===== config.mk =====
export PLATFORM = sky130hd
export DESIGN_NAME = pace_sequencer
export DESIGN_NICKNAME = d
export VERILOG_FILES = /design/src/rtl/pace_pkg.sv /design/src/rtl/tick_prescaler.sv /design/src/rtl/pace_sequencer.sv
export SDC_FILE = /design/constraint.sdc
export NUM_CORES = 1
export LEC_CHECK = 0
export ABC_CLOCK_PERIOD_IN_PS = 2100
export BUFFER_PORTS_ARGS = -buffer_cell sky130_fd_sc_hd__buf_4
export CAP_MARGIN = 20
export CORE_UTILIZATION = 45
export CTS_CLUSTER_DIAMETER = 50
export DETAILED_ROUTE_END_ITERATION = 10
export HOLD_SLACK_MARGIN = 0.03
export PLACE_DENSITY = 0.68
export SETUP_SLACK_MARGIN = 0.1
export SKIP_CTS_REPAIR_TIMING = 1
export SLEW_MARGIN = 20
export SYNTH_ARGS = -nofsm -noshare
export SYNTH_HDL_FRONTEND = slang
export SYNTH_SLANG_ARGS = --single-unit
export TNS_END_PERCENT = 5

===== constraint.sdc =====
create_clock -name clk -period 2.1 [get_ports clk]
set_clock_uncertainty 0.05 [all_clocks]
set_input_delay 0.42 -clock clk [delete_from_list [all_inputs] [get_ports clk]]
set_output_delay 0.42 -clock clk [all_outputs]
set_load 0.03 [all_outputs]

===== src/rtl/pace_pkg.sv =====
// rtl/pace_pkg.sv - shared state encoding and default constants for the pacing sequencer
package pace_pkg;

  typedef enum logic [1:0] {
    IDLE = 2'd0,
    RUN  = 2'd1,
    DONE = 2'd2
  } pace_state_t;

  localparam int PRESCALE_120HZ = 41;
  localparam int PACE_CNT_W     = 16;

endpackage


===== src/rtl/tick_prescaler.sv =====
// rtl/tick_prescaler.sv - wrap counter 0..PRESCALE-1, wrap flags the terminal count while running
module tick_prescaler #(
  parameter int PRESCALE = 41
) (
  input  logic clk,
  input  logic reset,
  input  logic clear,
  input  logic run,
  output logic wrap
);

  localparam int CW = (PRESCALE > 1) ? $clog2(PRESCALE) : 1;

  logic [CW-1:0] count;

  assign wrap = run && (count == CW'(PRESCALE - 1));

  // clear beats run so an abort landing on the terminal count restarts from zero
  always_ff @(posedge clk) begin
    if (!reset) begin
      count <= '0;
    end else if (clear) begin
      count <= '0;
    end else if (run) begin
      count <= wrap ? '0 : count + CW'(1);
    end
  end

endmodule


===== src/rtl/pace_sequencer.sv =====
// rtl/pace_sequencer.sv - request-driven tick pacer: start with a count, emit paced ticks, pulse done
module pace_sequencer
  import pace_pkg::*;
#(
  parameter int PRESCALE = PRESCALE_120HZ,
  parameter int CNT_W    = PACE_CNT_W
) (
  input  logic             clk,
  input  logic             reset,
  input  logic             start,
  input  logic [CNT_W-1:0] ticks,
  input  logic             abort,
  output logic             busy,
  output logic             tick_out,
  output logic             done,
  output logic [CNT_W-1:0] remaining
);

  pace_state_t      state, state_next;
  logic [CNT_W-1:0] remaining_next;
  logic             tick_next, done_next, busy_next;
  logic             clear, run, wrap;

  assign run = (state == RUN);

  tick_prescaler #(.PRESCALE(PRESCALE)) u_prescaler (
    .clk   (clk),
    .reset (reset),
    .clear (clear),
    .run   (run),
    .wrap  (wrap)
  );

  always_ff @(posedge clk) begin
    if (!reset) begin
      state     <= IDLE;
      remaining <= '0;
      tick_out  <= 1'b0;
      done      <= 1'b0;
      busy      <= 1'b0;
    end else begin
      state     <= state_next;
      remaining <= remaining_next;
      tick_out  <= tick_next;
      done      <= done_next;
      busy      <= busy_next;
    end
  end

  always_comb begin
    state_next     = state;
    remaining_next = remaining;
    tick_next      = 1'b0;
    done_next      = 1'b0;
    clear          = 1'b0;
    case (state)
      IDLE: begin
        if (start && !abort) begin
          clear          = 1'b1;
          remaining_next = ticks;
          state_next     = (ticks == '0) ? DONE : RUN;
          done_next      = (ticks == '0);
        end
      end
      RUN: begin
        if (abort) begin
          clear          = 1'b1;
          remaining_next = '0;
          state_next     = IDLE;
        end else if (wrap) begin
          tick_next = 1'b1;
          if (remaining != '0) remaining_next = remaining - CNT_W'(1);
          if (remaining == CNT_W'(1)) state_next = DONE;
        end
      end
      DONE: begin
        // after a run DONE coincides with the final tick; done follows it one cycle later
        state_next = IDLE;
        done_next  = tick_out;
      end
      default: state_next = IDLE;
    endcase
    // busy stays up through the trailing done pulse of a run
    busy_next = (state_next != IDLE) || done_next;
  end

endmodule


==> impl_results.md, run 1 <==
* CTS buffer count at 3
* Worst Max-Slew Pin Slew at around 430 ps
* Synth area leaders: dfxtp_1 (31%), a21oi_1 (4.4%), nor2_1 (4.1%), nand2_1 (3.9%), ha_1 (3.6%)
* Inserted Diodes at 0
* Crit path max fanout at 6
* Final number of hold-violating endpoints at 0
* Commonest non-fill, non-tap cell in the layout: buf_4
* DRT iter0 DRCs at 94
* Sw Ratio at approximately 36%
* P_leak at 0.935 nW
* HP Class: in2reg
* Total congestion overflow at 0
* Main synth FF type: dfxtp_1
* Worst setup EP type: flip-flop
* Post-layout min period at 1940 ps
* CP required at 2220 ps
* Vias in the first global route at approximately 1.7k
* Synthesized instance count at between 200 and 250
* RSZ-0062 raised after global routing: yes
* CTS tree: built
* Post-synth top area cell: dfxtp_1
* Placed cell count at a little over 300
* Most frequent cells in the layout: buf_4 (61), dfxtp_1 (25), nor2_1 (19)
* Area grow syn2layout at 30.3%
* Final net count at 290
* Final GP Congestion at between 0.8 and 0.9
* DR DRC count at 0
* Max-cap violation count at 0
* Setup slack after placement at 34.7 ps
* Comb pwr share at between 30 and 40%
* Post-synthesis net count at ~240
* R2r setup slk at 160 ps
* DIE AREA at 4080 um^2
* Row cnt at 22
* Clock slew at reported path FFs at roughly 100 ps
* FF+latch count, synth at 27
* Sink Count at 27
* EDFF count, synth at 0
* Status: complete, no violations
* Worst VDD drop at 0.000308 V
* Clock share of power at between 20 and 25%
* Total net switching power at 508 uW
* Period utilization at 92.6%
* Sequential area share after synthesis at about a third
* Max-slew headroom at a little under three quarters
* Chip width at 63.9 um
* Clock latency reported for the late side of the worst-skew pair at between 200 and 300 ps
* Crit Path Class: reg2reg
* Io pins at 39
* Total negative setup slack at 0 ps
* Hpwl dp at ~3700 um
* # fillers at 327
* Final instance area at 2240 um^2
* Share of cells above drive strength 1 at between 30% and 40%
* Initial cell density of the core at 47.0%
* Async SR Flop Fraction at 0%
* Final setup fails at 0
* Htree depth at 1
* Die height at roughly 64 um
* Port Buf Inserts at 38
* Post-synth cell types at 52
* Placed Area at between 2000 and 2500 um^2
* Non-filler cells, final at roughly 310
* Peak Freq at 514 MHz
* Pint at approximately 900 uW
* WP data arrival at 2070 ps
* Root buffer cell: clkbuf_8
* DR pass1 iterations at 4
* Pwr dens at roughly 630 nW/um^2
* Routed WL at between 4000 and 5000 um
* Mapped cell area at between 1500 and 2000 um^2
* Routed Antenna Nets at 0
* Core Area at around 3700 um^2
* Post-synth top area share at about a third
* Synth Warn # at 0
* Setup crit start kind: flip-flop
* Final setup margin at approximately 160 ps
* Avg Cell Area, Syn at 8.05 um^2
* Total GRT Usage at 25.1%
* DR WL/cell at ~16 um
* Via Count at between 1.5k and 2k
* Max-slew violation count at 0
* First-pass GRT wire length at 8140 um
* Reg power frac at between 40% and 50%
* Bufs on Longest Clock Path at 2
* Maximum number of pins on one net before global-route repair at 20
* Initial antenna violation count at 0
* Vias per inst at 5.77
==> registers in the layout, summed over array words and instances, names as in the netlist <==
register	count
state	2
done	1
tick_out	1
u_prescaler.count	6
remaining	16
busy	1
==> worst paths after layout <==
kind / from / end / cells past startpoint
worst min-delay path: ticks[12] / remaining[12]$_SDFFE_PN0P_ / 3
worst max register to register: remaining[1]$_SDFFE_PN0P_ / remaining[10]$_SDFFE_PN0P_ / 7
worst min register to register: u_prescaler.count[0]$_SDFFE_PP0N_ / u_prescaler.count[0]$_SDFFE_PP0N_ / 2
worst max-delay path: remaining[1]$_SDFFE_PN0P_ / remaining[10]$_SDFFE_PN0P_ / 7
==> worst max-delay path, cell delays in order, from the launching register on <==
cell      delay [ps]
dfxtp_2          350
inv_1            110
ha_1             180
or4b_4           530
nor4_4           180
xor2_1            90
a221oi_1         280
nor2_1            70
==> through the flow <==
| step | hold slack [ps] | util, % | power, mW |
|---|---|---|---|
| final | 355 | 61.3 | 1.41 |
| after global routing | 378 | 61.3 | 1.48 |
| after CTS | 362 | 59.2 | 1.37 |
| after detailed placement | 429 | 57.9 | 1.07 |
| after global placement | 433 | 57.9 | 1.07 |
| after floorplan | 409 | - | 0.903 |
==> power by group through the flow <==
stage / logic (mW) / registers (mW) / clock network [mW]
after global placement: 0.474 / 0.595 / 0
after global routing: 0.551 / 0.595 / 0.339
after CTS: 0.474 / 0.584 / 0.314
final: 0.509 / 0.589 / 0.312
after floorplan: 0.264 / 0.639 / 0
after detailed placement: 0.472 / 0.595 / 0
==> cell families after synthesis <==
family,synth area share (%)
AND/OR/NAND/NOR,29.9
AO/OA/AOI/OAI,24.5
flip-flops,31.4
buffers and inverters,6.98
XOR/XNOR,3.56
adder cells (fa/ha/maj),3.63
==> per-layer routing <==
metal,track usage (%),share of wire (%)
met2,43.0,49
met3,2.68,5.8
met5,0,0
met1,34.4,45
met4,3.41,0.55
==> area by class of cell <==
class / count / area [um^2] / area share [%]
Tap cell: 48 / 60.1 / 2.68
Clock buffer: 3 / 41.3 / 1.84
Sequential cell: 27 / 543 / 24.2
Clock inverter: 1 / 7.51 / 0.335
Inverter: 8 / 30.0 / 1.34
Timing Repair Buffer: 61 / 458 / 20.4
Multi-Input combinational cell: 164 / 1100 / 49.2
==> Yosys cell counts (4+ instances only) <==
cell type,n
a21oi_1,15
a221oi_1,4
buf_2,6
clkbuf_1,5
dfxtp_1,27
ha_1,5
inv_1,8
nand2_1,18
nand3_1,5
nand4_1,7
nor2_1,19
nor3_1,6
nor4_1,10
o21ai_0,9
o21ai_1,9
xor2_1,6
Note: power is estimated with default switching activity, not from simulation.
==> inputs of run 2 (changes only) <==
--- a/config.mk
+++ b/config.mk
@@ -8,11 +8,14 @@
 export ABC_CLOCK_PERIOD_IN_PS = 2100
 export BUFFER_PORTS_ARGS = -buffer_cell sky130_fd_sc_hd__buf_4
 export CAP_MARGIN = 20
+export CORE_ASPECT_RATIO = 1.2
 export CORE_UTILIZATION = 45
+export CTS_BUF_LIST = sky130_fd_sc_hd__clkbuf_16
 export CTS_CLUSTER_DIAMETER = 50
 export DETAILED_ROUTE_END_ITERATION = 10
 export HOLD_SLACK_MARGIN = 0.03
 export PLACE_DENSITY = 0.68
+export RECOVER_POWER = 25
 export SETUP_SLACK_MARGIN = 0.1
 export SKIP_CTS_REPAIR_TIMING = 1
 export SLEW_MARGIN = 20
==> run 2 against run 1 <==
  * Worst hold slack improved by 4.7 ps
  * Wire length increased by 3.9%
  * Final cell count grew 0.96%
  * Sequential cell count stayed put
  * Critical path depth did not move
  * First-iteration DRC count shrank 13%
  * Power is 9.7% higher
  * Critical endpoint unchanged
  * Highest routed layer unchanged
==> impl_results.md, run 2 (synthesized netlist as in run 1, its figures left out) <==
* Status: complete, no violations
* Post-layout min period at 1930 ps (-18.0 ps)
* DR WL/cell at 16.1 um (+2.9%)
* Top flop regs: remaining: 16 flops, u_prescaler.count: 6 flops, state: 2 flops
* Reg2Reg Depth at 7 (unchanged)
* Worst setup EP type: flip-flop
* CP peak stage delay at 520 ps (about the same)
* Final setup fails at 0 (unchanged)
* Final net count at 289 (-0.34%)
* Pwr dens at 685 nW/um^2 (+9.1%)
* Share of cells above drive strength 1 at 30.4% (-3.3 points)
* CTS buffer count at 3 (unchanged)
* DIE AREA at 4080 um^2 (about the same)
* Hpwl dp at 3620 um (-0.83%)
* # fillers at 348 (+6.4%)
* Bufs on Longest Clock Path at 2 (unchanged)
* Die height at 69.8 um (+9.2%)
* Clock latency reported for the late side of the worst-skew pair at 260 ps (about the same)
* Max-slew headroom at 69.1% (-2.2 points)
* Core Area at 3630 um^2 (-0.75%)
* Non-filler cells, final at 315 (+0.96%)
* Routed Antenna Nets at 0 (unchanged)
* P_leak at 0.915 nW (-2.2%)
* Crit path max-delay family: simple AND/OR/NAND/NOR gates
* Sink Count at 27 (unchanged)
* Commonest non-fill, non-tap cell in the layout: buf_4
* Vias in the first global route at 1625 (-2.2%)
* Max reg flops at 16 (unchanged)
* Initial cell density of the core at 47.4% (+0.36 points)
* Via Count at 1830 (+1.7%)
* CP required at 2210 ps (about the same)
* Critical-path cell list: inv_2 > ha_1 > or4b_4 > nor4_4 > xor2_1 > a221oi_2 > nor2_1
* WP data arrival at 2030 ps (-40 ps)
* Root buffer cell: clkbuf_16
* Hold depth at 3 (unchanged)
* Chip width at 58.5 um (-8.4%)
* DR DRC count at 0 (unchanged)
* Total negative setup slack at 0 ps (unchanged)
* Final number of hold-violating endpoints at 0 (unchanged)
* Placed cell count at 305 (+0.66%)
* Setup slack after placement at 70.6 ps (+35.9 ps)
* Final GP Congestion at 0.889 (+0.14%)
* CTS tree: built
* Inserted Diodes at 0 (unchanged)
* Worst Max-Slew Pin Slew at 460 ps (+33.0 ps)
* RSZ-0062 raised after global routing: yes
* Setup crit start kind: flip-flop
* Crit-path slowest cell: or4b_4
* WP buf/inv at 1 (unchanged)
* Routed WL at 5070 um (+3.9%)
* Total congestion overflow at 0 (unchanged)
* Io pins at 39 (unchanged)
* HP Class: in2reg
* Vias per inst at 5.81 (+0.75%)
* Crit path max fanout at 6 (unchanged)
* Core Util, Final at 62.1% (+0.84 points)
* Initial antenna violation count at 0 (unchanged)
* Top reg by flops: remaining
* Worst VDD drop at 0.000337 V (+9.3%)
* Peak Freq at 519 MHz (+0.93%)
* Period utilization at 91.7% (-0.86 points)
* Max-slew violation count at 0 (unchanged)
* Total GRT Usage at 25.5% (+0.41 points)
* Port Buf Inserts at 38 (unchanged)
* Number of cells on the critical path at 7 (unchanged)
* Crit Path Class: reg2reg
* Max-cap violation count at 0 (unchanged)
* Most frequent cells in the layout: buf_4 (49), dfxtp_1 (26), nor2_1 (19)
* DRT iter0 DRCs at 82 (-13%)
* Maximum number of pins on one net before global-route repair at 20 (unchanged)
* Htree depth at 1 (unchanged)
* Clock slew at reported path FFs at 70 ps (-30 ps)
* Area grow syn2layout at 31.1%
* Row cnt at 24 (+9.1%)
* Final setup margin at 174 ps (+18.0 ps)
* DR pass1 iterations at 4 (unchanged)
* First-pass GRT wire length at 7980 um (-2.0%)
-- run 2: per-layer routing --
metal / global-route usage (%) / up-vias / wire (um)
li1: - / 895 / -
met5: 0 / - / 0
met4: 10.6 / 0 / 95
met2: 40.0 / 49 / 2470
met1: 35.3 / 879 / 2280
met3: 2.43 / 7 / 219
-- run 2: final timing paths --
| kind | from | slack [ps] | to |
|---|---|---|---|
| worst max-delay path | remaining[0]$_SDFFE_PN0P_ | 170 | remaining[10]$_SDFFE_PN0P_ |
| worst min-delay path | ticks[12] | 360 | remaining[12]$_SDFFE_PN0P_ |
| worst max register to register | remaining[0]$_SDFFE_PN0P_ | 170 | remaining[10]$_SDFFE_PN0P_ |
| worst min register to register | u_prescaler.count[0]$_SDFFE_PP0N_ | 440 | u_prescaler.count[0]$_SDFFE_PP0N_ |
-- run 2: worst register-to-register path: stages (launching register included) --
cell      delay, ps
dfxtp_1         360
inv_2           100
ha_1            160
or4b_4          530
nor4_4          160
xor2_1          130
a221oi_2        260
nor2_1           70
-- run 2: stage by stage --
stage | area (um^2) | hold WS (ps) | power, mW
finish | 2260 | 360 | 1.55
global route | 2260 | 400 | 1.62
CTS | 2190 | 382 | 1.50
detailed placement | 2110 | 433 | 1.06
global placement | 2110 | 429 | 1.06
floorplan | 1730 | 409 | 0.903
-- run 2: layout make-up --
| class | instances | area [um^2] | share of cell area [%] |
|---|---|---|---|
| flip-flops and latches | 27 | 542 | 24.0 |
| clock inverters | 1 | 3.75 | 0.166 |
| clock buffers | 3 | 75.1 | 3.33 |
| well taps | 52 | 65.1 | 2.88 |
| repair buffers | 60 | 417 | 18.5 |
| inverters | 8 | 30.0 | 1.33 |
| multi-input cells | 164 | 1120 | 49.8 |
-- run 2: report_power, final --
group	internal [mW]	switching (mW)
clock network	0.256	0.187
logic	0.219	0.295
registers	0.541	0.0468
total	1.02	0.530
==> inputs of run 3 (changes only) <==
--- a/config.mk
+++ b/config.mk
@@ -21,5 +21,6 @@
 export SLEW_MARGIN = 20
 export SYNTH_ARGS = -nofsm -noshare
 export SYNTH_HDL_FRONTEND = slang
+export SYNTH_HIERARCHICAL = 1
 export SYNTH_SLANG_ARGS = --single-unit
 export TNS_END_PERCENT = 5
==> run 3 against run 2 <==
  * The run now ends with setup timing left
  * Register-to-register slack worse by 310 ps
  * Sequential cell count is the same
  * Utilization up 5.3 points
  * Setup slack got worse by 310 ps
  * Power rose by 2.2%
  * Synthesized cell count grew 5.1%
  * Clock power rose by 3%
  * First-iteration DRC count is 17% higher
  * Non-clock buffer count grew 14
  * Count of clock-buffer cells in the layout unchanged
  * Sequential share of layout area down 1.4 points
  * Global-route usage up 1.1 points
  * Critical endpoint is now remaining[6]$_SDFFE_PN0P_
  * Largest power group unchanged
==> impl_results.md, run 3 <==
* Sequential area share after synthesis at 31.5% (+0.11 points)
* Pwr dens at 645 nW/um^2 (-5.9%)
* Bufs on Longest Clock Path at 2 (unchanged)
* Port Buf Inserts at 38 (unchanged)
* Clock slew at reported path FFs at 70 ps (about the same)
* Worst VDD drop at 0.000384 V (+14%)
* Async SR Flop Fraction at 0% (unchanged)
* Root buffer cell: clkbuf_16
* DR DRC count at 0 (unchanged)
* Clock latency reported for the late side of the worst-skew pair at 270 ps (about the same)
* DIE AREA at 4060 um^2 (-0.35%)
* Max reg flops at 16 (unchanged)
* R2r setup slk at -130 ps (-310 ps)
* Post-layout min period at 2230 ps (+306 ps)
* Reg-to-reg startpoint: remaining[10]$_SDFFE_PN0P_
* Most frequent cells in the layout: buf_4 (65), nand2_1 (24), dfxtp_1 (21)
* Critical-path cell list: or4_4 > or4_4 > o21a_4 > buf_12 > a31o_4
* P_leak at 1.06 nW (+16%)
* Crit path top cell by count: or4_4
* Status: finished, violations left
* Die height at 69.6 um (-0.17%)
* Post-synthesis net count at 250 (+4.6%)
* Via Count at 1942 (+6.1%)
* Avg Cell Area, Syn at 7.62 um^2 (-5.2%)
* Total GRT Usage at 26.6% (+1.1 points)
* Synth area leaders: dfxtp_1 (32%), nand2_1 (5.3%), a21oi_1 (5.0%), o21ai_0 (4.4%), nor2_1 (3.9%)
* DR pass1 iterations at 4 (unchanged)
* Vias per inst at 5.76 (-0.81%)
* Max-slew headroom at 57.4% (-12 points)
* Worst setup EP type: flip-flop
* Crit path max fanout at 15 (+9)
* Top flop regs: remaining: 16 flops, u_prescaler/count: 6 flops, state: 2 flops
* Setup slack after placement at -73.7 ps (-144 ps)
* DRT iter0 DRCs at 96 (+17%)
* Crit Path Class: reg2reg
* Mapped cell area at 1720 um^2 (-0.36%)
* Hold depth at 3 (unchanged)
* Crit-path slowest cell: or4_4
* WP data arrival at 2350 ps (+320 ps)
* Final GP Congestion at 0.836 (-6.0%)
* Initial cell density of the core at 47.2% (-0.17 points)
* Top cells by count, synth: dfxtp_1 (27), nand2_1 (24), nor2_1 (18)
* Peak Freq at 448 MHz (-14%)
* Routed WL at 5240 um (+3.3%)
* Synth Warn # at 6 (+6)
* CTS buffer count at 3 (unchanged)
* Share of cells above drive strength 1 at 37.2% (+6.8 points)
* Area grow syn2layout at 42.9%
* Placed Area at 2330 um^2 (+11%)
* Final setup fails at 16 (+16)
* Main synth FF type: dfxtp_1
* Sink Count at 27 (unchanged)
* DR WL/cell at 15.5 um (-3.5%)
* Total congestion overflow at 0 (unchanged)
* Post-synth top area share at 31.5% (+0.11 points)
* Htree depth at 1 (unchanged)
* Vias in the first global route at 1859 (+14%)
* Setup crit start kind: flip-flop
* Chip width at 58.4 um (-0.18%)
* Synthesized instance count at 225 (+5.1%)
* CP required at 2220 ps (about the same)
* First-pass GRT wire length at 8390 um (+5.2%)
* FF+latch count, synth at 27 (unchanged)
* Hold path start: ticks[7]
* Worst Max-Slew Pin Slew at 633 ps (+174 ps)
* Initial antenna violation count at 0 (unchanged)
* Core Area at 3630 um^2 (unchanged)
* Final instance area at 2450 um^2 (+8.6%)
* Max-slew violation count at 0 (unchanged)
* Period utilization at 106% (+15 points)
* Maximum number of pins on one net before global-route repair at 29 (+45%)
* Final number of hold-violating endpoints at 0 (unchanged)
* Final setup margin at -132 ps (-306 ps)
* CTS tree: built
* CP peak stage delay at 580 ps (+60 ps)
* Post-synth top area cell: dfxtp_1
* EDFF count, synth at 0 (unchanged)
* Routed Antenna Nets at 0 (unchanged)
* Reg2Reg Depth at 5 (-2)
* Failing checks: setup timing
* Post-synth cell types at 46 (-12%)
* HP Class: in2reg
* Top reg by flops: remaining
* Inserted Diodes at 0 (unchanged)
* Most frequent cell after synthesis: dfxtp_1
* Sink of the worst hold path: remaining[7]$_SDFFE_PN0P_
* Non-filler cells, final at 337 (+7.0%)
* RSZ-0062 raised after global routing: yes
* Hpwl dp at 3720 um (+2.7%)
* Reg-to-Reg End: remaining[6]$_SDFFE_PN0P_
* Final net count at 311 (+7.6%)
* Total negative setup slack at -1440 ps (-1440 ps)
* Commonest non-fill, non-tap cell in the layout: buf_4
* Max-cap violation count at 0 (unchanged)
* Row cnt at 24 (unchanged)
* Io pins at 39 (unchanged)
* Placed cell count at 333 (+9.2%)
run 3: cell types whose count changed after synthesis, sizes merged, moves of 4 or more:
cell	change
clkbuf	+7
nor3	-6
and3	+5
nand2b	+5
buf	-4
nand2	+4
nand3	+4
nand4	-4
or2	+4
run 3: cells by family after synthesis:
logic type                 count (synthesis)  share of synthesized area (%)
AOI/OAI and AO/OA                         61                           23.5
xor gates and xnor gates                   6                           3.06
adders and majority gates                  5                           3.65
buffers and inverters                     26                           6.86
DFF                                       27                           31.5
muxes                                      1                          0.584
and+or+nand+nor                           99                           30.9
run 3: through the flow:
step	power [mW]	hold WS (ps)	util, %
2_1_floorplan	0.890	408	-
3_3_place_gp	1.10	426	64.2
3_5_place_dp	1.11	437	64.2
4_1_cts	1.56	382	66.4
5_1_grt	1.66	386	67.5
6_report	1.58	373	67.5
run 3: how the worst max path moves through the flow:
stage	slack [ps]	cells past startpoint	end	start
after floorplan	-140	7	remaining[11]$_SDFFE_PN0P_	remaining[10]$_SDFFE_PN0P_
after global placement	-60	6	remaining[11]$_SDFFE_PN0P_	remaining[10]$_SDFFE_PN0P_
after detailed placement	-70	6	remaining[11]$_SDFFE_PN0P_	remaining[10]$_SDFFE_PN0P_
after CTS	-110	8	remaining[14]$_SDFFE_PN0P_	remaining[0]$_SDFFE_PN0P_
after global routing	-190	5	remaining[15]$_SDFFE_PN0P_	remaining[10]$_SDFFE_PN0P_
final	-130	5	remaining[6]$_SDFFE_PN0P_	remaining[10]$_SDFFE_PN0P_
run 3: cell type report:
cell class              instances  area, um^2
clock buffers                   3        75.1
clock inverters                 1        5.00
fillers                       330        1180
inverters                       8        30.0
multi-input cells             172        1160
flip-flops and latches         27         553
well taps                      52        65.1
repair buffers                 74         562
run 3: critical path, delay by kind of cell, from the launching register on:
| kind | cells | cell delay, ps |
|---|---|---|
| simple gates | 2 | 1110 |
| buf+inv | 1 | 150 |
| compound gates | 2 | 480 |
| flops | 1 | 340 |
run 3: report_power, final:
| part | leakage, nW | switching, mW | internal (mW) |
|---|---|---|---|
| clock network | 0.0409 | 0.198 | 0.258 |
| registers | 0.224 | 0.0227 | 0.543 |
| logic | 0.796 | 0.307 | 0.251 |
| total | 1.06 | 0.528 | 1.05 |
run 3: per-layer routing:
metal	GRT usage (%)	wire (um)	share of wire (%)	vias up
met3	2.80	256	4.9	10
met4	8.47	103	2.0	0
met1	34.0	2240	43	923
met5	0	0	0	-
li1	-	-	-	946
met2	45.8	2630	50	63
